`src/rtl/move_scheduler.sv`:
```
// Two-requester descriptor scheduler: round-robin arbiter feeding a small FIFO,
// and a sequencer that starts one data-mover job at a time with a per-phase timeout.
module move_scheduler #(
    parameter int ADDR_WIDTH = 32,
    parameter int DEPTH      = 4,
    parameter int TIMEOUT    = 1024
) (
    input  logic                    clk,
    input  logic                    rst,
    input  logic [1:0]              req_valid,
    output logic [1:0]              req_ready,
    input  logic [2*ADDR_WIDTH-1:0] req_src,
    input  logic [2*ADDR_WIDTH-1:0] req_dest,
    input  logic [2*ADDR_WIDTH-1:0] req_len,
    input  logic [15:0]             req_mask,
    output logic [ADDR_WIDTH-1:0]   mv_src,
    output logic [ADDR_WIDTH-1:0]   mv_dest,
    output logic [ADDR_WIDTH-1:0]   mv_len,
    output logic [7:0]              mv_mask,
    output logic                    mv_en,
    input  logic                    mv_done,
    output logic                    cpl_valid,
    output logic                    cpl_id,
    output logic                    cpl_err,
    output logic                    busy,
    output logic [$clog2(DEPTH):0]  fifo_count
);

    localparam int PW = $clog2(DEPTH);
    localparam int CW = PW + 1;
    localparam int TW = $clog2(TIMEOUT);

    typedef struct packed {
        logic                  id;
        logic [ADDR_WIDTH-1:0] src;
        logic [ADDR_WIDTH-1:0] dest;
        logic [ADDR_WIDTH-1:0] len;
        logic [7:0]            mask;
    } desc_t;

    typedef enum logic [2:0] {
        S_IDLE,
        S_ISSUE,
        S_ACK,
        S_RUN,
        S_CPL
    } state_t;

    desc_t         w_req_desc [2];
    desc_t         r_mem [DEPTH];
    desc_t         w_head;
    desc_t         r_mv;

    logic [PW-1:0] r_wr_ptr;
    logic [PW-1:0] r_rd_ptr;
    logic [CW-1:0] r_count;
    logic          r_prio;

    logic          w_gnt_valid;
    logic          w_gnt_id;
    logic          w_full;
    logic          w_empty;
    logic          w_deq;
    logic          w_can_enq;
    logic          w_enq;

    state_t        r_state;
    state_t        w_state_next;
    logic [TW-1:0] r_tmr;
    logic          w_tmr_clr;
    logic          w_tmr_inc;
    logic          w_tmr_last;
    logic          w_err_set;
    logic          r_err;

    genvar gi;

    // Per-requester descriptor unpacking and handshake
    generate
        for (gi = 0; gi < 2; gi++) begin : g_req
            assign w_req_desc[gi] = {1'(gi),
                                     req_src[gi*ADDR_WIDTH +: ADDR_WIDTH],
                                     req_dest[gi*ADDR_WIDTH +: ADDR_WIDTH],
                                     req_len[gi*ADDR_WIDTH +: ADDR_WIDTH],
                                     req_mask[gi*8 +: 8]};
            assign req_ready[gi]  = w_can_enq & w_gnt_valid & (w_gnt_id == 1'(gi));
        end
    endgenerate

    always_comb begin
        w_gnt_valid = 1'b0;
        w_gnt_id    = r_prio;
        if (req_valid[r_prio]) begin
            w_gnt_valid = 1'b1;
            w_gnt_id    = r_prio;
        end else if (req_valid[~r_prio]) begin
            w_gnt_valid = 1'b1;
            w_gnt_id    = ~r_prio;
        end
    end

    assign w_full    = (r_count == CW'(DEPTH));
    assign w_empty   = (r_count == '0);
    assign w_deq     = (r_state == S_IDLE) && !w_empty;
    // A full FIFO still accepts when the head leaves in the same cycle
    assign w_can_enq = !rst && (!w_full || w_deq);
    assign w_enq     = |(req_valid & req_ready);
    assign w_head    = r_mem[r_rd_ptr];

    always_ff @(posedge clk) begin
        if (w_enq) begin
            r_mem[r_wr_ptr] <= w_req_desc[w_gnt_id];
        end
    end

    always_ff @(posedge clk) begin
        if (rst) begin
            r_wr_ptr <= '0;
            r_rd_ptr <= '0;
            r_count  <= '0;
            r_prio   <= 1'b0;
        end else begin
            if (w_enq) begin
                r_wr_ptr <= r_wr_ptr + PW'(1);
                r_prio   <= ~w_gnt_id;
            end
            if (w_deq) begin
                r_rd_ptr <= r_rd_ptr + PW'(1);
            end
            r_count <= r_count + CW'(w_enq) - CW'(w_deq);
        end
    end

    assign w_tmr_last = (r_tmr == TW'(TIMEOUT - 1));

    always_comb begin
        w_state_next = r_state;
        w_tmr_clr    = 1'b0;
        w_tmr_inc    = 1'b0;
        w_err_set    = 1'b0;
        mv_en        = 1'b0;
        cpl_valid    = 1'b0;
        unique case (r_state)
            S_IDLE: begin
                if (!w_empty) begin
                    w_state_next = (w_head.len == '0) ? S_CPL : S_ISSUE;
                end
            end
            S_ISSUE: begin
                mv_en        = !rst;
                w_tmr_clr    = 1'b1;
                w_state_next = S_ACK;
            end
            S_ACK: begin
                if (!mv_done) begin
                    w_tmr_clr    = 1'b1;
                    w_state_next = S_RUN;
                end else if (w_tmr_last) begin
                    w_err_set    = 1'b1;
                    w_state_next = S_CPL;
                end else begin
                    w_tmr_inc = 1'b1;
                end
            end
            S_RUN: begin
                if (mv_done) begin
                    w_state_next = S_CPL;
                end else if (w_tmr_last) begin
                    w_err_set    = 1'b1;
                    w_state_next = S_CPL;
                end else begin
                    w_tmr_inc = 1'b1;
                end
            end
            S_CPL: begin
                cpl_valid    = !rst;
                w_state_next = S_IDLE;
            end
            default: begin
                w_state_next = S_IDLE;
            end
        endcase
    end

    always_ff @(posedge clk) begin
        if (rst) begin
            r_state <= S_IDLE;
            r_tmr   <= '0;
            r_err   <= 1'b0;
            r_mv    <= '0;
        end else begin
            r_state <= w_state_next;
            if (w_tmr_clr) begin
                r_tmr <= '0;
            end else if (w_tmr_inc) begin
                r_tmr <= r_tmr + TW'(1);
            end
            if (w_deq) begin
                r_mv  <= w_head;
                r_err <= 1'b0;
            end else if (w_err_set) begin
                r_err <= 1'b1;
            end
        end
    end

    // Outputs read as zero for the whole time reset is held
    assign mv_src     = rst ? '0 : r_mv.src;
    assign mv_dest    = rst ? '0 : r_mv.dest;
    assign mv_len     = rst ? '0 : r_mv.len;
    assign mv_mask    = rst ? '0 : r_mv.mask;
    assign cpl_id     = cpl_valid & r_mv.id;
    assign cpl_err    = cpl_valid & r_err;
    assign busy       = !rst && ((r_state != S_IDLE) || !w_empty);
    assign fifo_count = rst ? '0 : r_count;

endmodule

```
`config.mk`:
```
export PLATFORM = sky130hd
export DESIGN_NAME = move_scheduler
export DESIGN_NICKNAME = d
export VERILOG_FILES = /design/src/rtl/move_scheduler.sv
export SDC_FILE = /design/constraint.sdc
export NUM_CORES = 1
export LEC_CHECK = 0
export BUFFER_PORTS_ARGS = -buffer_cell sky130_fd_sc_hd__buf_2
export CORE_ASPECT_RATIO = 1.25
export CORE_UTILIZATION = 53
export CTS_BUF_LIST = sky130_fd_sc_hd__clkbuf_2
export DETAILED_ROUTE_END_ITERATION = 10
export PLACE_DENSITY = 0.76
export SYNTH_ARGS = -nofsm -noshare
export SYNTH_HDL_FRONTEND = slang
export SYNTH_SLANG_ARGS = --single-unit
```
`constraint.sdc`:
```
create_clock -name clk -period 3.75 [get_ports clk]
set_input_delay 0 -clock clk [delete_from_list [all_inputs] [get_ports clk]]
set_output_delay 0 -clock clk [all_outputs]
set_load 0.01 [all_outputs]
```
==> qor.txt, run 1 <==
RUN STATUS
----------------------------------------------------------------------------------
Run status .......................................................... complete, no violations

POWER
----------------------------------------------------------------------------------
Switching part of the total .........................................        32.8%
Pleak ...............................................................    0.0111 uW
Internal power ......................................................     11300 uW
Power spent charging and discharging nets ...........................      5540 uW
Clock network fraction of design power ..............................        23.3%
Combinational share of power ........................................        28.6%
Worst IR Drop VDD ...................................................       653 uV
Flop pwr share ......................................................        48.1%
Power density over the cells ........................................   569 nW/um2

WORST SETUP PATH
----------------------------------------------------------------------------------
Crit path required time .............................................      4700 ps
Total stage count of the critical path ..............................           12
Maximum single-stage delay on the critical path .....................       550 ps
Category of the worst setup path launch point .......................         flop
Worst Reg-to-Reg Cells ..............................................           12
Slowest cell on crit path ........................................... sky130_fd_sc_hd__dlygate4sd3_1
Critical path capture point type ....................................         flop
Cells traversed along the worst timing path ......................... or3_1 > a31oi_1 > o21a_1 > inv_1 > ha_1 > dlygate4sd3_1 > inv_1 > fa_1 > xnor2_1 > xnor2_1 > nor2_1 > dlygate4sd3_1
Last element of the critical path ................................... r_count[2]$_SDFF_PP0_
Worst Path Class, Setup .............................................      reg2reg
Number of buffer and inverter instances along the worst setup path ..            4
Worst endpoint data arrival time ....................................      4380 ps
Worst setup path startpoint ......................................... r_state[0]$_SDFFE_PP0N_
Worst path top cell family by delay ................................. buffers and inverters
Worst reg-to-reg setup slack ........................................       320 ps
Endpoint of the worst register-to-register path ..................... r_count[2]$_SDFF_PP0_
Worst reg2reg path startpoint ....................................... r_state[0]$_SDFFE_PP0N_
Maximum net fanout on the critical path .............................           10

TIMING
----------------------------------------------------------------------------------
Min cycle time layout ...............................................      3430 ps
Worst Clk Skew ......................................................       125 ps
# setup viols final .................................................            0
Total Negative Setup Slacks .........................................         0 ps
Share of the cycle needed by the critical path after routing ........        91.4%
Maximum clock frequency .............................................    0.292 GHz
Worst slew margin relative to its limit .............................        37.9%
Actual slew at the worst max-slew pin ...............................       932 ps
Number of hold violations in the final report .......................            0
Final Slew Violations ...............................................            0
Unrepaired setup endpoints after global routing .....................        false

SYNTH
----------------------------------------------------------------------------------
Asr flop ratio synth ................................................           0%
Top flip-flop cell by instance count after synthesis ................ sky130_fd_sc_hd__edfxtp_1
Net count after synthesis ...........................................         1611
Avg Synthesized Cell Area ...........................................     15.8 um2
Number of warnings printed during yosys synthesis ...................            0
Synth Cell Area .....................................................    21900 um2
Flops & latches, synth ..............................................          549
Cell variety after synth ............................................           42
Register area share after synthesis .................................        69.3%
Number of flops mapped to enable cells by yosys .....................          420
Number of instances in the synthesized netlist ......................         1390

LAYOUT
----------------------------------------------------------------------------------
Share of final-layout standard cells stronger than drive strength 1 .        33.4%
Final Instance Count excl. Fillers ..................................         2869
Total Nets Final ....................................................         2428
FF+latch area .......................................................    15200 um2
Area occupied by multi-input gates ..................................     6330 um2
Area growth from synthesis to layout ................................        35.3%
Filler Cell Count ...................................................         2516

DETAILED ROUTING
----------------------------------------------------------------------------------
First DRT Iteration DRCs ............................................         1024
WL/cell .............................................................      21.0 um
1st-pass router iterations ..........................................            5
Number of DRC violations after detailed routing .....................            0
Remaining antenna violation count after routing .....................            0
Routed wire length ..................................................     60300 um
Ratio of routed vias to standard cells ..............................         5.44
Via total after detailed routing ....................................        15600

CLOCK TREE
----------------------------------------------------------------------------------
Cell chosen for the clock root ...................................... sky130_fd_sc_hd__clkbuf_2
Buffers inserted during post-CTS setup optimization .................            0
Clk pin slew, worst setup/hold paths ................................       110 ps
CTS tree ............................................................         done
CTS buffer count ....................................................          130
Clock network latency to the later pin of the worst-skew pair .......      1090 ps
Num Clock Sinks .....................................................          549
Htree depth .........................................................            4
Maximum buffer depth of the clock tree ..............................            3

FLOORPLANNING
----------------------------------------------------------------------------------
Core area ...........................................................    40400 um2
Die footprint .......................................................    42200 um2
Initial Utilization .................................................        54.2%
Horizontal die dimension ............................................       184 um
Row cnt .............................................................           82
Vert. Die Dim .......................................................       229 um
Number of primary I/O pins ..........................................          327

GLOBAL ROUTE
----------------------------------------------------------------------------------
GRT Overall Usage ...................................................        29.4%
Total global routing overflow .......................................            0
Vias in the first global route ......................................        17300
Maximum number of pins on one net before global-route repair ........          109
Number of antenna violations at the first check in global routing ...            9
First-pass GRT wire length ..........................................     92300 um

MIN PATH
----------------------------------------------------------------------------------
Hold Path Class .....................................................       in2reg

PLACEMENT
----------------------------------------------------------------------------------
Count of port buffers added during placement ........................          326
GPL Wtd Cong ........................................................        0.793
Dpl hpwl ............................................................     27400 um
Post-placement cell count ...........................................         2194

RUN
----------------------------------------------------------------------------------
Count of maximum capacitance violations .............................            0

synthesized netlist by cell type (3+ instances only):
cell                       instances  share of area, %
sky130_fd_sc_hd__a21oi_1         106               2.4
sky130_fd_sc_hd__and2_1            7              0.20
sky130_fd_sc_hd__buf_1             9              0.15
sky130_fd_sc_hd__buf_2            20              0.46
sky130_fd_sc_hd__clkbuf_1         55              0.94
sky130_fd_sc_hd__dfxtp_1         129                12
sky130_fd_sc_hd__edfxtp_1        420                58
sky130_fd_sc_hd__ha_1              7              0.40
sky130_fd_sc_hd__inv_1            10              0.17
sky130_fd_sc_hd__mux2_2          104               5.3
sky130_fd_sc_hd__mux2i_1           3              0.14
sky130_fd_sc_hd__mux4_1           10               1.2
sky130_fd_sc_hd__mux4_2           95               9.8
sky130_fd_sc_hd__nand2_1         216               3.7
sky130_fd_sc_hd__nand3_1           6              0.14
sky130_fd_sc_hd__nand4_1           3             0.086
sky130_fd_sc_hd__nor2_1           22              0.38
sky130_fd_sc_hd__nor2b_1         108               3.1
sky130_fd_sc_hd__nor3_1            5              0.11
sky130_fd_sc_hd__nor4_1           14              0.40
sky130_fd_sc_hd__xnor2_1          12              0.48
sky130_fd_sc_hd__xor2_1            3              0.12
sequential cells by signal, indices dropped and copies added, names as in the netlist, named ones only:
signal / count
r_err: 1
r_count: 3
r_wr_ptr: 2
r_state: 3
r_mem: 420
r_mv: 105
r_tmr: 10
r_prio: 1
r_rd_ptr: 2
placed cells by master (no fill, tap or decap), types with 3 or more instances in the layout:
cell type,n
sky130_fd_sc_hd__dlygate4sd3_1,426
sky130_fd_sc_hd__edfxtp_1,420
sky130_fd_sc_hd__buf_2,325
sky130_fd_sc_hd__nand2_1,216
sky130_fd_sc_hd__clkbuf_2,202
sky130_fd_sc_hd__dfxtp_1,127
sky130_fd_sc_hd__nor2b_1,108
sky130_fd_sc_hd__a21oi_1,106
sky130_fd_sc_hd__mux2_2,104
sky130_fd_sc_hd__mux4_2,95
sky130_fd_sc_hd__clkinv_1,24
sky130_fd_sc_hd__nor2_1,22
sky130_fd_sc_hd__nor4_1,14
sky130_fd_sc_hd__xnor2_1,12
sky130_fd_sc_hd__buf_4,12
sky130_fd_sc_hd__diode_2,10
sky130_fd_sc_hd__inv_1,10
sky130_fd_sc_hd__mux4_1,10
sky130_fd_sc_hd__buf_12,9
sky130_fd_sc_hd__ha_1,7
sky130_fd_sc_hd__inv_2,7
sky130_fd_sc_hd__nand3_1,6
sky130_fd_sc_hd__nor3_1,4
sky130_fd_sc_hd__and2_4,4
sky130_fd_sc_hd__and2_1,3
sky130_fd_sc_hd__mux2i_1,3
sky130_fd_sc_hd__nand4_1,3
sky130_fd_sc_hd__xor2_1,3
power by group through the flow:
| stage | Clock [uW] | Sequential (uW) | Combinational [uW] |
|---|---|---|---|
| after detailed placement | 0 | 8210 | 4260 |
| after floorplan | 0 | 7940 | 3130 |
| after CTS | 3930 | 8080 | 4700 |
| after global placement | 0 | 8160 | 4160 |
| after global routing | 4320 | 8210 | 5190 |
| final | 3940 | 8110 | 4820 |
per-layer routing:
layer  wire [um]  global-route usage (%)
met1       21100                    31.4
met2       31700                    51.2
met3        3560                    6.07
met4        3930                    21.3
met5          13                       0
worst min path at each step:
stage,from,to,slack [ps],depth (start not counted)
floorplan,mv_done,r_state[0]$_SDFFE_PP0N_,210,3
global placement,req_src[5],r_mem[2][77]$_DFFE_PP_,350,2
global route,req_mask[3],r_mem[1][3]$_DFFE_PP_,330,4
detailed placement,req_len[15],r_mem[1][23]$_DFFE_PP_,360,2
CTS,req_src[6],r_mem[0][78]$_DFFE_PP_,290,4
finish,req_dest[53],r_mem[3][61]$_DFFE_PP_,420,4
per-stage QoR:
stage | hold WS, ps | area, um2 | total power [uW] | util [%] | worst slack [ps]
6_report | 418 | 29700 | 16900 | 73.4 | 323
3_3_place_gp | 349 | 24100 | 12300 | 59.7 | 961
3_5_place_dp | 360 | 24100 | 12500 | 59.7 | 873
4_1_cts | 285 | 29600 | 16700 | 73.3 | 202
2_1_floorplan | 206 | 21900 | 11100 | - | 765
5_1_grt | 326 | 29700 | 17700 | 73.4 | 111
worst register-to-register path, stage by stage, from the launching register on:
cell and delay (ps):
sky130_fd_sc_hd__dfxtp_1 420, sky130_fd_sc_hd__or3_1 390, sky130_fd_sc_hd__a31oi_1 180, sky130_fd_sc_hd__o21a_1 360, sky130_fd_sc_hd__inv_1 110, sky130_fd_sc_hd__ha_1 190, sky130_fd_sc_hd__dlygate4sd3_1 550, sky130_fd_sc_hd__inv_1 80
sky130_fd_sc_hd__fa_1 190, sky130_fd_sc_hd__xnor2_1 130, sky130_fd_sc_hd__xnor2_1 150, sky130_fd_sc_hd__nor2_1 50, sky130_fd_sc_hd__dlygate4sd3_1 550
cell type report:
class | instances | share of cell area, %
Inverter | 11 | 0.148
Clock buffer | 202 | 3.41
Sequential cell | 549 | 51.3
Clock inverter | 36 | 0.662
Multi-Input combinational cell | 742 | 21.3
Timing Repair Buffer | 773 | 20.8
Antenna cell | 10 | 0.0844
Tap cell | 546 | 2.30
cell families after synthesis:
family                   after synthesis  share of synthesized area (%)
AO/OA/AOI/OAI                        114                           2.69
XOR/XNOR                              15                          0.599
flip-flops                           549                           69.3
buffers and inverters                 99                           1.95
multiplexers                         212                           16.4
adder cells (fa/ha/maj)               10                          0.582
AND/OR/NAND/NOR                      391                           8.43
timing repair:
item | CTS | global route
gates resized for setup | 0 | 1
hold buffers | 427 | 0
endpoints found under the setup margin | 0 | 1
hold endpoints to repair | 715 | 0
Power figures use the tool's default switching activity.
==> run 2: changes to the inputs <==
Settings changed: CAP_MARGIN from default to 20, GPL_TIMING_DRIVEN from default to 0.
==> run 2 against run 1 <==
Compared with the run above: worst hold slack got worse by 130 ps; sequential cell count stayed put; global-route usage increased by 1.3 points; combinational power up 8.1%; total power up 1.6%; largest power group unchanged.
==> qor.txt, run 2 (synthesized netlist as in run 1, its figures left out) <==
DETAILED ROUTING
----------------------------------------------------------------------------------
Via total after detailed routing ....................................        16000
Number of DRC violations after detailed routing .....................            0
First DRT Iteration DRCs ............................................         1047
Ratio of routed vias to standard cells ..............................         5.46
1st-pass router iterations ..........................................            6
Routed wire length ..................................................     63300 um
WL/cell .............................................................      21.5 um
Remaining antenna violation count after routing .....................            0

FLOORPLANNING
----------------------------------------------------------------------------------
Initial Utilization .................................................        54.2%
Number of primary I/O pins ..........................................          327
Vert. Die Dim .......................................................       229 um
Horizontal die dimension ............................................       184 um
Row cnt .............................................................           82
Core area ...........................................................    40400 um2
Die footprint .......................................................    42200 um2

POWER
----------------------------------------------------------------------------------
Clock network fraction of design power ..............................        23.2%
Power spent charging and discharging nets ...........................      5700 uW
Worst IR Drop VDD ...................................................       348 uV
Combinational share of power ........................................        30.4%
Power density over the cells ........................................   572 nW/um2
Total power of the final layout .....................................     17100 uW
Internal power ......................................................     11400 uW
Flop pwr share ......................................................        46.4%
Pleak ...............................................................    0.0112 uW
Switching part of the total .........................................        33.3%

TIMING
----------------------------------------------------------------------------------
Worst slew margin relative to its limit .............................        19.3%
Total Negative Setup Slacks .........................................         0 ps
Number of hold violations in the final report .......................            0
Actual slew at the worst max-slew pin ...............................      1210 ps
Final Slew Violations ...............................................            0
# setup viols final .................................................            0
Worst Clk Skew ......................................................       128 ps
Unrepaired setup endpoints after global routing .....................        false
Share of the cycle needed by the critical path after routing ........        95.2%
Min cycle time layout ...............................................      3570 ps
Maximum clock frequency .............................................    0.280 GHz

PLACEMENT
----------------------------------------------------------------------------------
Count of port buffers added during placement ........................          326
Dpl hpwl ............................................................     33000 um
Placed instance area ................................................    24400 um2
GPL Wtd Cong ........................................................        0.825

WORST SETUP PATH
----------------------------------------------------------------------------------
Critical path capture point type ....................................         flop
Maximum net fanout on the critical path .............................           10
Worst endpoint data arrival time ....................................      4310 ps
Category of the worst setup path launch point .......................         flop
Worst reg2reg path startpoint ....................................... r_prio$_SDFFE_PP0P_
Last element of the critical path ................................... r_mem[3][41]$_DFFE_PP_
Endpoint of the worst register-to-register path ..................... r_mem[3][41]$_DFFE_PP_
Worst reg-to-reg setup slack ........................................       180 ps
Worst Reg-to-Reg Cells ..............................................            5
Worst Path Class, Setup .............................................      reg2reg
Worst setup path startpoint ......................................... r_prio$_SDFFE_PP0P_
Crit path required time .............................................      4480 ps

LAYOUT
----------------------------------------------------------------------------------
Share of final-layout standard cells stronger than drive strength 1 .        32.4%
Final standard cell utilization of the core .........................        74.1%
Area growth from synthesis to layout ................................        36.6%
Register ranked first by flip-flop count ............................        r_mem
Most frequent cells in the layout ................................... 426 x sky130_fd_sc_hd__dlygate4sd3_1, 420 x sky130_fd_sc_hd__edfxtp_1, 346 x sky130_fd_sc_hd__buf_2, 216 x sky130_fd_sc_hd__nand2_1, 195 x sky130_fd_sc_hd__clkbuf_2
Filler Cell Count ...................................................         2443
Biggest regs ........................................................ r_mem (420), r_mv (105), r_tmr (10)
Flip-flop count of the largest register, all copies and words added .          420
Leading cell type in the layout, fill and taps excluded ............. sky130_fd_sc_hd__dlygate4sd3_1
Post-route standard cell area excluding fillers .....................    29900 um2
Total Nets Final ....................................................         2503

CLOCK TREE
----------------------------------------------------------------------------------
Maximum buffer depth of the clock tree ..............................            3
Htree depth .........................................................            4
Cell chosen for the clock root ...................................... sky130_fd_sc_hd__clkbuf_2
CTS buffer count ....................................................          131
Num Clock Sinks .....................................................          549
Clk pin slew, worst setup/hold paths ................................       110 ps
CTS tree ............................................................         done
Clock network latency to the later pin of the worst-skew pair .......      1080 ps

RUN
----------------------------------------------------------------------------------
Count of maximum capacitance violations .............................            0

GLOBAL ROUTE
----------------------------------------------------------------------------------
Number of antenna violations at the first check in global routing ...            5
Vias in the first global route ......................................        17500
Total global routing overflow .......................................            0
First-pass GRT wire length ..........................................     95000 um
GRT Overall Usage ...................................................        30.7%
Maximum number of pins on one net before global-route repair ........           55

RUN STATUS
----------------------------------------------------------------------------------
Run status .......................................................... complete, no violations

MIN PATH
----------------------------------------------------------------------------------
Hold Path Class .....................................................       in2reg

-- run 2: power by group through the flow --
stage	clock network, uW	registers, uW	logic, uW
6_report	3970	7950	5210
2_1_floorplan	0	7940	3130
3_3_place_gp	0	8030	4490
3_5_place_dp	0	8040	4670
5_1_grt	4330	8020	5600
4_1_cts	3980	7900	5100
-- run 2: how the worst min path moves through the flow --
stage          cells after the start         start                       to
5_1_grt                            6           rst  r_state[2]$_SDFFE_PP0N_
4_1_cts                            6           rst  r_state[2]$_SDFFE_PP0N_
3_3_place_gp                       2  req_dest[16]   r_mem[2][56]$_DFFE_PP_
2_1_floorplan                      3       mv_done  r_state[0]$_SDFFE_PP0N_
6_report                           6           rst  r_state[2]$_SDFFE_PP0N_
3_5_place_dp                       2   req_src[60]  r_mem[1][100]$_DFFE_PP_
-- run 2: repair_timing --
item,in CTS,in global routing
gates resized for setup,0,3
buffers inserted,0,0
hold buffers,426,0
setup endpoints to repair,0,80
hold endpoints to repair,669,0
-- run 2: metrics by stage --
| step | hold slack, ps | std cells | setup WS (ps) |
|---|---|---|---|
| 3_3_place_gp | 346 | 2262 | -383 |
| 2_1_floorplan | 206 | 1390 | 765 |
| 6_report | 289 | 2940 | 178 |
| 4_1_cts | 125 | 2933 | 37.2 |
| 3_5_place_dp | 356 | 2269 | 473 |
| 5_1_grt | 292 | 2937 | 112 |
-- run 2: critical path, stage by stage, from the launching register on --
cell and delay (ps):
sky130_fd_sc_hd__dfxtp_1 350, sky130_fd_sc_hd__maj3_1 160, sky130_fd_sc_hd__clkbuf_1 710, sky130_fd_sc_hd__clkbuf_1 960, sky130_fd_sc_hd__mux2_2 450, sky130_fd_sc_hd__dlygate4sd3_1 640
-- run 2: cell type report --
type | instances | area (um2) | area share, %
well taps | 546 | 683 | 2.28
repair buffers | 759 | 6080 | 20.3
clock buffers | 194 | 971 | 3.24
flip-flops and latches | 549 | 15200 | 50.8
inverters | 11 | 41.3 | 0.138
multi-input cells | 742 | 6310 | 21.1
plain buffers | 88 | 387 | 1.29
diodes | 7 | 17.5 | 0.0585
clock inverters | 44 | 254 | 0.848
-- run 2: routing by layer --
layer	wire length [um]	part of all wire, %	vias to the layer above	track usage [%]
met4	3150	5.0	0	18.4
met5	0	0	-	0
li1	-	-	7083	-
met3	4450	7.0	234	5.79
met2	33600	53	894	54.7
met1	22100	35	7838	33.6
